<file path="config.mk">
export PLATFORM = sky130hd
export DESIGN_NAME = comparator_sort_ctrl
export DESIGN_NICKNAME = d
export VERILOG_FILES = /design/src/rtl/comparator_sort_ctrl.sv
export SDC_FILE = /design/constraint.sdc
export NUM_CORES = 1
export LEC_CHECK = 0
export ABC_AREA = 1
export CAP_MARGIN = 20
export CORE_ASPECT_RATIO = 0.6
export CORE_MARGIN = 3
export CORE_UTILIZATION = 49
export DETAILED_ROUTE_END_ITERATION = 7
export GPL_ROUTABILITY_DRIVEN = 0
export GPL_TIMING_DRIVEN = 1
export PLACE_DENSITY = 0.68
export RECOVER_POWER = 25
export SETUP_SLACK_MARGIN = 0.2
export SYNTH_ARGS = -nofsm -noshare
export SYNTH_HDL_FRONTEND = slang
export SYNTH_SLANG_ARGS = --single-unit
</file>
<file path="constraint.sdc">
create_clock -name clk -period 4.7 [get_ports clk]
set_input_delay 0.94 -clock clk [delete_from_list [all_inputs] [get_ports clk]]
set_output_delay 0.94 -clock clk [all_outputs]
set_load 0.03 [all_outputs]
</file>
<file path="src/rtl/comparator_sort_ctrl.sv">
// comparator_sort_ctrl
//   Sorts a block of DEPTH unsigned WIDTH-bit words into ascending order. It
//   uses one strict greater-than comparator: a bubble sort runs one
//   compare/swap per clock.
//   Ports:
//     clk, rst             rising-edge clock, synchronous active-high reset
//     in_valid/in_ready    load handshake, in_data is the word to load
//     out_valid/out_ready  drain handshake, out_data is the sorted word,
//                          out_last marks the largest (final) word
//     busy                 high while sorting or draining
//     swap_count           swaps performed on the current block
module comparator_sort_ctrl #(
  parameter int unsigned WIDTH = 3,
  parameter int unsigned DEPTH = 4
) (
  input  logic             clk,
  input  logic             rst,
  input  logic             in_valid,
  output logic             in_ready,
  input  logic [WIDTH-1:0] in_data,
  output logic             out_valid,
  input  logic             out_ready,
  output logic [WIDTH-1:0] out_data,
  output logic             out_last,
  output logic             busy,
  output logic [4:0]       swap_count
);

  localparam int unsigned PTR_W = (DEPTH > 2) ? $clog2(DEPTH) : 1;
  localparam logic [PTR_W-1:0] LAST_IDX = PTR_W'(DEPTH - 1);
  localparam logic [PTR_W-1:0] LAST_J   = PTR_W'(DEPTH - 2);

  typedef enum logic [1:0] {
    ST_LOAD  = 2'd0,
    ST_SORT  = 2'd1,
    ST_DRAIN = 2'd2
  } state_e;

  state_e           state_q, state_d;
  logic [PTR_W-1:0] wr_ptr_q, wr_ptr_d;
  logic [PTR_W-1:0] rd_ptr_q, rd_ptr_d;
  logic [PTR_W-1:0] j_q, j_d;
  logic [PTR_W-1:0] pass_q, pass_d;
  logic             swapped_q, swapped_d;
  logic [4:0]       swap_count_q, swap_count_d;
  logic [WIDTH-1:0] mem_q [DEPTH];
  logic [WIDTH-1:0] mem_d [DEPTH];

  logic [PTR_W-1:0] j_nxt;
  logic [WIDTH-1:0] cmp_a, cmp_b;
  logic             gt;

  // Shared comparator: strict so equal words never swap (stable sort).
  assign j_nxt = j_q + PTR_W'(1);
  assign cmp_a = mem_q[j_q];
  assign cmp_b = mem_q[j_nxt];
  assign gt    = cmp_a > cmp_b;

  // Handshake and status outputs depend only on registered state.
  assign in_ready   = (state_q == ST_LOAD);
  assign out_valid  = (state_q == ST_DRAIN);
  assign busy       = (state_q != ST_LOAD);
  assign out_data   = mem_q[rd_ptr_q];
  assign out_last   = (state_q == ST_DRAIN) && (rd_ptr_q == LAST_IDX);
  assign swap_count = swap_count_q;

  // Next-state, pointer and storage update.
  always_comb begin
    state_d      = state_q;
    wr_ptr_d     = wr_ptr_q;
    rd_ptr_d     = rd_ptr_q;
    j_d          = j_q;
    pass_d       = pass_q;
    swapped_d    = swapped_q;
    swap_count_d = swap_count_q;
    mem_d        = mem_q;

    case (state_q)
      ST_LOAD: begin
        if (in_valid) begin
          mem_d[wr_ptr_q] = in_data;
          if (wr_ptr_q == '0) begin
            swap_count_d = 5'd0;
          end
          if (wr_ptr_q == LAST_IDX) begin
            state_d   = ST_SORT;
            wr_ptr_d  = '0;
            j_d       = '0;
            pass_d    = '0;
            swapped_d = 1'b0;
          end else begin
            wr_ptr_d = wr_ptr_q + PTR_W'(1);
          end
        end
      end

      ST_SORT: begin
        if (gt) begin
          mem_d[j_q]   = cmp_b;
          mem_d[j_nxt] = cmp_a;
          swap_count_d = swap_count_q + 5'd1;
          swapped_d    = 1'b1;
        end
        if (j_q == LAST_J) begin
          // End of pass: run another only if something moved and passes remain.
          if ((swapped_q || gt) && (pass_q < LAST_J)) begin
            j_d       = '0;
            pass_d    = pass_q + PTR_W'(1);
            swapped_d = 1'b0;
          end else begin
            state_d  = ST_DRAIN;
            rd_ptr_d = '0;
          end
        end else begin
          j_d = j_nxt;
        end
      end

      ST_DRAIN: begin
        if (out_ready) begin
          if (rd_ptr_q == LAST_IDX) begin
            state_d  = ST_LOAD;
            rd_ptr_d = '0;
          end else begin
            rd_ptr_d = rd_ptr_q + PTR_W'(1);
          end
        end
      end

      default: begin
        state_d = ST_LOAD;
      end
    endcase
  end

  // Control registers.
  always_ff @(posedge clk) begin
    if (rst) begin
      state_q      <= ST_LOAD;
      wr_ptr_q     <= '0;
      rd_ptr_q     <= '0;
      j_q          <= '0;
      pass_q       <= '0;
      swapped_q    <= 1'b0;
      swap_count_q <= 5'd0;
    end else begin
      state_q      <= state_d;
      wr_ptr_q     <= wr_ptr_d;
      rd_ptr_q     <= rd_ptr_d;
      j_q          <= j_d;
      pass_q       <= pass_d;
      swapped_q    <= swapped_d;
      swap_count_q <= swap_count_d;
    end
  end

  // Block storage carries no reset; contents are rewritten on every load.
  always_ff @(posedge clk) begin
    mem_q <= mem_d;
  end

endmodule

</file>
======== Yosys cells after proc, flatten, opt, wreduce, memory -nomap -nowiden ========
Index checks and enable logic that the tools add are counted.
operators by class
  add/sub/neg operators ................... 5
  eq/ne operators ......................... 15
  mux-type cells .......................... 52
  bitwise operators ....................... 4
  reduce and logical (&&, ||, !) cells .... 19
  order comparisons ....................... 9
operators by type and width
  cell                   count
  $bwmux W12             3
  $mux W2                17
  $mux W3                9
  $mux W12               2
  $pmux W12 S2           1
  $bmux W3 S2            3
  $demux W3 S2           3
  $mux W5                3
  $ge A3 B3 Y1 const B   4
  $not A2 Y3             4
  $pmux W2 S2            3
  $reduce_and A4 Y1      3
  $ne A2 B2 Y1 const B   5
  $pmux W5 S2            1
  $lt A3 B1 Y1 const B   3
  $add A2 B1 Y2 const B  4
  $eq A2 B2 Y1 const B   4
  $ne A2 B1 Y1 const B   4
  $pmux W2 S3            1
  $reduce_and A3 Y1      2
  $reduce_and A6 Y1      1
  $reduce_bool A2 Y1     3
  $add A5 B1 Y5 const B  1
  $logic_and A1 B1 Y1    5
  10 further kinds       15
word-level totals
  logic and storage cells ................. 115
  input bits .............................. 7
  output and inout bits ................... 12
  bits in registers ....................... 28

======== Depth between registers and ports, before layout ========
Gate-level depths: netlist (run 1).
  depth after elaboration ................. 11
  depth in mapped cells ................... 19
  mapped depth without buffers ............ 18

======== Worst setup path before layout (run 1) ========
Ideal clock, no wire load.
  path type ............................... register to register
  from .................................... register j_q[0]
  to ...................................... register mem_q[0] (netlist bit) (enable)
  stages on the path, launching flop included .. 14
  data arrival time ....................... 2.499 ns
  setup slack ............................. 1.874 ns
  path buffers ............................ 1
  data required time ...................... 4.373 ns
  clock period less this slack ............ 2.826 ns
  library setup time ...................... 0.327 ns
  cells stage by stage .................... dfxtp_1 inv_1 buf_4 ha_1 inv_1 o21ai_0 o22a_1 ha_1 nand3_1 nand2_1 nand2_2 o21ai_4 o21ai_0 a21oi_1
between the ends
  cells in the longest elaborated chain, start to end .. 8
  elaborated cells on any way between the ends .. 12
  classes of those cells .................. add/sub (1); order compare (1); eq/ne (1); mux (6); bitwise (2); reduce/logical (1)
RTL lines
  element                                     RTL line  RTL
  start: declaration                          42        logic [PTR_W-1:0] j_q, j_d;
  start signal: assignment                    150       j_q <= j_d;
  $add A2 B1 Y2                               54        assign j_nxt = j_q + PTR_W'(1);
  $not A2 Y3 (implied by the code)            56        assign cmp_b = mem_q[j_nxt];
  $bmux W3 S2                                 56
  $mux W3 (implied by the code) (2 in a row)  56
  $gt A3 B3 Y1 (*)                            57        assign gt = cmp_a > cmp_b;
  $ne A2 B2 Y1 (no line) (*)                  n/a
  $reduce_and A3 Y1 (no line) (*)             n/a
  end signal: assignment                      159       mem_q <= mem_d;
  end: declaration                            46        logic [WIDTH-1:0] mem_q [DEPTH];
Every way passes the cells marked *; elsewhere a longest branch is shown, timed or not. The select of a mux whose other input is x is not followed.
A chain may end at the register's enable or synchronous reset.

======== Final worst setup path (run 1) ========
  from .................................... register j_q[0]
  to ...................................... register mem_q[2] (netlist bit) (enable)
The elaborated chain is that of the path after synthesis.

==> qor.txt, run 1 <==
Core Footprint -> 3830 µm²
hold depth -> 2
syn_nets -> 307
highest fanout seen on the critical path -> 17
total grt overflow -> 0
1st-iter DRT viols -> 174
drc violations -> 0
Max stage delay cell, worst path -> dfxtp_1
Clk Latency, worst-skew pair -> 0.27 ns
CP arrival -> 3.55 ns
Routed Antenna Nets -> 0
n_diodes -> 0
number of synthesized register bits -> 28
Max Fclk -> 279 MHz
Flop pwr share -> 45.4%
Util after Layout -> 59.2%
Slew @ Worst Pin -> 0.552 ns
main area contributors after synthesis -> edfxtp_1 18%, dfxtp_1 16%, nand2_1 13%
pwr/cell area -> 281 nW/µm²
synthesized instance count -> 284
most common cell after layout, fill and taps aside -> nand2_1
Buffers on Ports -> 18
Synth top area share -> 17.7%
CTS Buf Count -> 3
Pre-antenna DRT Iters -> 5
switching power -> 0.232 mW
worst r2r src -> j_q[0]
combinational share of power -> 33.8%
r2r endpoint -> mem_q[2]
CTS root buffer -> clkbuf_8
Post-CTS Hold Fix Bufs -> 0
largest net degree at the start of global routing -> 25
register area share after synthesis -> 33.5%
GR Util All Layers -> 21.2%
via count -> 1,932
Starting Density -> 53.0%
CTS tree -> done
outcome -> finished clean
Cell Area, Synth -> 2030 µm²
Ys Warns -> 0
Tcrit/Tclk final -> 76.3%
Hold WC Path Type -> register to register
Clock Skew -> 0.00460 ns
Rows -> 17
synth unique cells -> 34
max-slew violation count -> 0
Mean Syn Cell Area -> 7.15 µm²
synth-to-layout area growth -> 11.5%
Lkg Pwr -> 0.997 nW
most frequent cells in the layout -> 70 x nand2_1, 32 x nand3_1, 29 x nor2_1
slew margin rel. -> 62.9%
vias in the first global route -> 1,630
end of the worst hold path -> swapped_q
via/cell ratio -> 5.60
WHS -> 0.482 ns
first-pass GRT wire length -> 8220 µm
Resized Gates After CTS -> 0
share of cells above drive strength 1 -> 5.03%
Sw Share -> 36.4%
I/O pin count -> 19
crit path buf inv count -> 2
setup violators final -> 0
routed len/inst -> 14.5 µm
Clk pwr share -> 20.8%
full die area -> 4980 µm²
CP endpoint kind -> register
clock-pin transition on the worst setup and hold timing paths -> 0.09 ns
Horiz. Die Dim -> 89.1 µm
worst r2r path cells -> 12
min cycle time layout -> 3.59 ns
routed wire length -> 5010 µm
Startpoint Class -> register
Worst Min Path Start -> swapped_q
worst vdd ir -> 0.153 mV
post-CTS repair timing setup buffer count -> 0
deepest clock path buffer count -> 2
die height -> 55.9 µm
R2R Setup Slk -> 1.11 ns
area leader, netlist -> edfxtp_1
WP data required -> 4.66 ns
Crit path max-delay family -> compound AO/OA/AOI/OAI gates
Pint -> 0.405 mW
RSZ-0062 raised after global routing -> false
htree depth -> 1
Post-layout nets -> 322
Fin. Hold Viols -> 0
antenna violations before repair -> 0
CP Cell Sequence -> inv_1 -> ha_1 -> inv_1 -> o21ai_0 -> o22a_1 -> ha_1 -> nand3_1 -> nand2_1 -> nand2_2 -> o21ai_4 -> o21ai_0 -> a21oi_1
Worst path max stage delay -> 0.68 ns
max-cap violations -> 0
Setup CP Type -> register to register
Fin Setup TNS -> 0 ns
FILL cells -> 356
DPL Wire Length -> 3900 µm
clock sink total -> 28
[power groups by stage]
stage	combinational [mW]	sequential (mW)	clock (mW)
final	0.215	0.289	0.132
after global routing	0.241	0.291	0.148
after detailed placement	0.213	0.294	0
after floorplan	0.159	0.290	0
after global placement	0.209	0.295	0
after CTS	0.214	0.289	0.138
[worst max-delay path by stage]
stage                     startpoint        to  depth (start not counted)
after floorplan               j_q[0]  mem_q[0]                         13
after global placement        j_q[0]  mem_q[1]                         12
after detailed placement      j_q[0]  mem_q[0]                         12
after CTS                     j_q[0]  mem_q[2]                         12
after global routing          j_q[0]  mem_q[2]                         12
final                         j_q[0]  mem_q[2]                         12
[final cells by class]
cell class                 instances  area, µm²  area share, %
clock buffer                       3       41.3           1.82
inverter                          32        120           5.30
multi-input combinational        216       1180           52.1
clock inverter                     1       3.75          0.166
tap                               47       58.8           2.60
timing repair buffer              18        180           7.96
sequential                        28        681           30.1
[state kept, by name (all words and copies together) (netlist names)]
name / flops
mem_q: 12
pass_q: 2
swapped_q: 1
rd_ptr_q: 2
wr_ptr_q: 2
swap_count: 5
j_q: 2
state_q: 2
[worst min-delay path: stages, from the launching register on]
cell and delay [ns]:
dfxtp_1 0.32, nand2_1 0.06, a21oi_1 0.06
[through the flow]
| stage | worst slack, ns | instance area [µm²] | instances | power [mW] |
|---|---|---|---|---|
| floorplan | 1.87 | 2030 | 284 | 0.450 |
| global placement | 1.37 | 2220 | 341 | 0.504 |
| detailed placement | 1.22 | 2220 | 341 | 0.507 |
| CTS | 1.22 | 2270 | 345 | 0.640 |
| global route | 0.917 | 2260 | 345 | 0.679 |
| finish | 1.11 | 2260 | 345 | 0.637 |
[Yosys cell counts]
cell type	n
a311oi_1	1
a21oi_2	1
inv_2	4
a31oi_1	2
nor3_2	1
o22ai_1	16
nand3_1	32
buf_6	1
xor2_1	3
or2_0	1
o22a_1	2
nand2_4	1
buf_2	2
buf_1	2
nand2_2	1
a21oi_1	16
nand3b_1	1
nor2_1	28
o21ai_2	1
clkbuf_1	1
dfxtp_1	16
ha_1	16
a211oi_1	1
o211ai_1	1
nand2_1	70
o21ai_0	15
edfxtp_1	12
buf_4	2
o21ai_1	1
nor2_2	2
inv_1	28
nand4_1	1
nand2_8	1
o21ai_4	1
[kinds of logic (layout without fill, tap and decap cells)]
kind of cell    after synthesis  after routing  synth area share [%]
buf+inv                      40             54                  8.26
flops                        28             28                  33.5
compound gates               58             58                  17.1
simple gates                139            139                  29.9
fa+ha+maj                    16             16                  9.86
xor+xnor                      3              3                  1.29
[routing by layer]
metal  track usage, %  part of all wire, %  wire [µm]
met1             36.1                   54       2700
met2             26.1                   38       1910
met5                0                    0          0
met4             3.82                 0.54         27
met3             4.88                  7.4        372
Power figures use the tool's default switching activity.
==> inputs of run 2 (changes only) <==
- PLACE_DENSITY: 0.68 -> 0.71
- clock period: 4.7 -> 3.3 ns (I/O delays scaled with it)
==> run 2 against run 1 <==
- critical path depth unchanged
- sequential share of layout area decreased by 0.63 points
- clock power increased by 110%
- count of clock-buffer cells in the layout unchanged
- register-to-register slack got worse by 0.69 ns
- via count increased by 1.4%
- non-clock buffer count increased by 2
- routed wire length increased by 2.3%
- final cell count increased by 0.58%
- critical path type unchanged
==> qor.txt, run 2 (synthesis results as in run 1) <==
CTS Buf Count -> 3 (unchanged)
first-pass GRT wire length -> 8170 µm (-0.58%)
total grt overflow -> 0 (unchanged)
Clk Latency, worst-skew pair -> 0.28 ns (about the same)
CP endpoint kind -> register
placed cells -> 343 (+0.59%)
Pre-antenna DRT Iters -> 6 (+1)
I/O pin count -> 19 (unchanged)
max-slew violation count -> 0 (unchanged)
Post-layout nets -> 324 (+0.62%)
setup violators final -> 0 (unchanged)
Max Fclk -> 347 MHz (+25%)
RSZ-0062 raised after global routing -> false
drc violations -> 0 (unchanged)
post-CTS repair timing setup buffer count -> 0 (unchanged)
DP Worst Slack -> 0.295 ns (-0.925 ns)
Placement Cell Area -> 2240 µm² (+0.68%)
Horiz. Die Dim -> 89.1 µm (unchanged)
most frequent cells in the layout -> 70 x nand2_1, 32 x nand3_1, 29 x nor2_1
Lkg Pwr -> 1.00 nW (+0.68%)
deepest clock path buffer count -> 2 (unchanged)
Buffers on Ports -> 18 (unchanged)
Largest register FFs -> 12 (unchanged)
Post-CTS Hold Fix Bufs -> 0 (unchanged)
fin cells -> 347 (+0.58%)
via count -> 1,959 (+1.4%)
antenna violations before repair -> 0 (unchanged)
via/cell ratio -> 5.65 (+0.81%)
die height -> 55.9 µm (unchanged)
pwr/cell area -> 435 nW/µm² (+54%)
setup ws final -> 0.421 ns (-0.691 ns)
WP data required -> 3.29 ns (-1.37 ns)
n_diodes -> 0 (unchanged)
Fin. Hold Viols -> 0 (unchanged)
Hold WC Path Type -> register to register
FILL cells -> 362 (+1.7%)
clock-pin transition on the worst setup and hold timing paths -> 0.10 ns (about the same)
finished layout cell area -> 2320 µm² (+2.3%)
DPL Wire Length -> 3910 µm (+0.15%)
worst vdd ir -> 0.227 mV (+48%)
WHS -> 0.484 ns (+0.00210 ns)
Tcrit/Tclk final -> 87.2% (+11 points)
slew margin rel. -> 64.2% (+1.3 points)
most common cell after layout, fill and taps aside -> nand2_1
full die area -> 4980 µm² (unchanged)
Setup CP Type -> register to register
routed len/inst -> 14.8 µm (+1.7%)
GR Util All Layers -> 21.1% (-0.10 points)
hold depth -> 2 (unchanged)
outcome -> finished clean
Most flops, register -> mem_q
Slew @ Worst Pin -> 0.534 ns (-0.0186 ns)
CTS root buffer -> clkbuf_8
largest net degree at the start of global routing -> 25 (unchanged)
Core Footprint -> 3830 µm² (unchanged)
register area -> 682 µm² (+0.18%)
CTS tree -> done
vias in the first global route -> 1,699 (+4.2%)
Rows -> 17 (unchanged)
clock sink total -> 28 (unchanged)
synth-to-layout area growth -> 14.1%
Starting Density -> 53.0% (unchanged)
max-cap violations -> 0 (unchanged)
Clock Skew -> 0.00512 ns (+0.000519 ns)
CP arrival -> 2.87 ns (-0.68 ns)
htree depth -> 1 (unchanged)
min cycle time layout -> 2.88 ns (-0.709 ns)
Fin Setup TNS -> 0 ns (unchanged)
1st-iter DRT viols -> 159 (-8.6%)
highest fanout seen on the critical path -> 8 (-9)
Startpoint Class -> register
worst r2r path cells -> 12 (unchanged)
routed wire length -> 5120 µm (+2.3%)
Routed Antenna Nets -> 0 (unchanged)
share of cells above drive strength 1 -> 7.00% (+2.0 points)
multi-input logic area -> 1190 µm² (+0.85%)
run 2: stage by stage:
step / utilization (%) / power [mW]
CTS: 60.3 / 1.00
global route: 60.5 / 1.06
global placement: 58.4 / 0.722
floorplan: - / 0.640
detailed placement: 58.4 / 0.725
finish: 60.5 / 1.01
run 2: worst paths after layout:
kind	from	endpoint	slack, ns
worst min register to register	swapped_q	swapped_q	0.48
worst max register to register	j_q[1]	mem_q[2]	0.42
worst min-delay path	swapped_q	swapped_q	0.48
worst max-delay path	j_q[1]	mem_q[2]	0.42
run 2: final cells by class:
cell class | instances | area share (%)
clock inverter | 1 | 1.30
sequential | 28 | 29.4
inverter | 32 | 5.18
tap | 47 | 2.54
multi-input combinational | 216 | 51.3
clock buffer | 3 | 1.78
timing repair buffer | 20 | 8.42
run 2: metal layers:
metal | track usage [%] | part of all wire, % | vias to the layer above | wire length (µm)
met4 | 4.67 | 0.74 | 0 | 38
li1 | - | - | 989 | -
met1 | 34.8 | 52 | 881 | 2670
met5 | 0 | 0 | - | 0
met2 | 26.9 | 39 | 85 | 1980
met3 | 5.03 | 8.5 | 4 | 436
run 2: repair_timing:
| action | 4_1_cts | 5_1_grt |
|---|---|---|
| gates resized for setup | 0 | 3 |
| setup endpoints to repair | 0 | 13 |
| endpoints found under the hold margin | 0 | 0 |
run 2: critical path, stage by stage, from the launching register on:
cell,delay [ns]
dfxtp_2,0.41
inv_1,0.15
ha_1,0.35
inv_1,0.09
o21ai_0,0.08
o22a_1,0.24
ha_1,0.34
nand3_1,0.08
nand2_1,0.10
nand2_2,0.08
o21ai_4,0.28
o21ai_0,0.18
a21oi_2,0.20
run 2: power breakdown:
| part | internal, mW | total [mW] | switching, mW | leakage (nW) |
|---|---|---|---|---|
| sequential | 0.386 | 0.409 | 0.0232 | 0.246 |
| combinational | 0.113 | 0.319 | 0.206 | 0.722 |
| clock | 0.163 | 0.279 | 0.116 | 0.0357 |
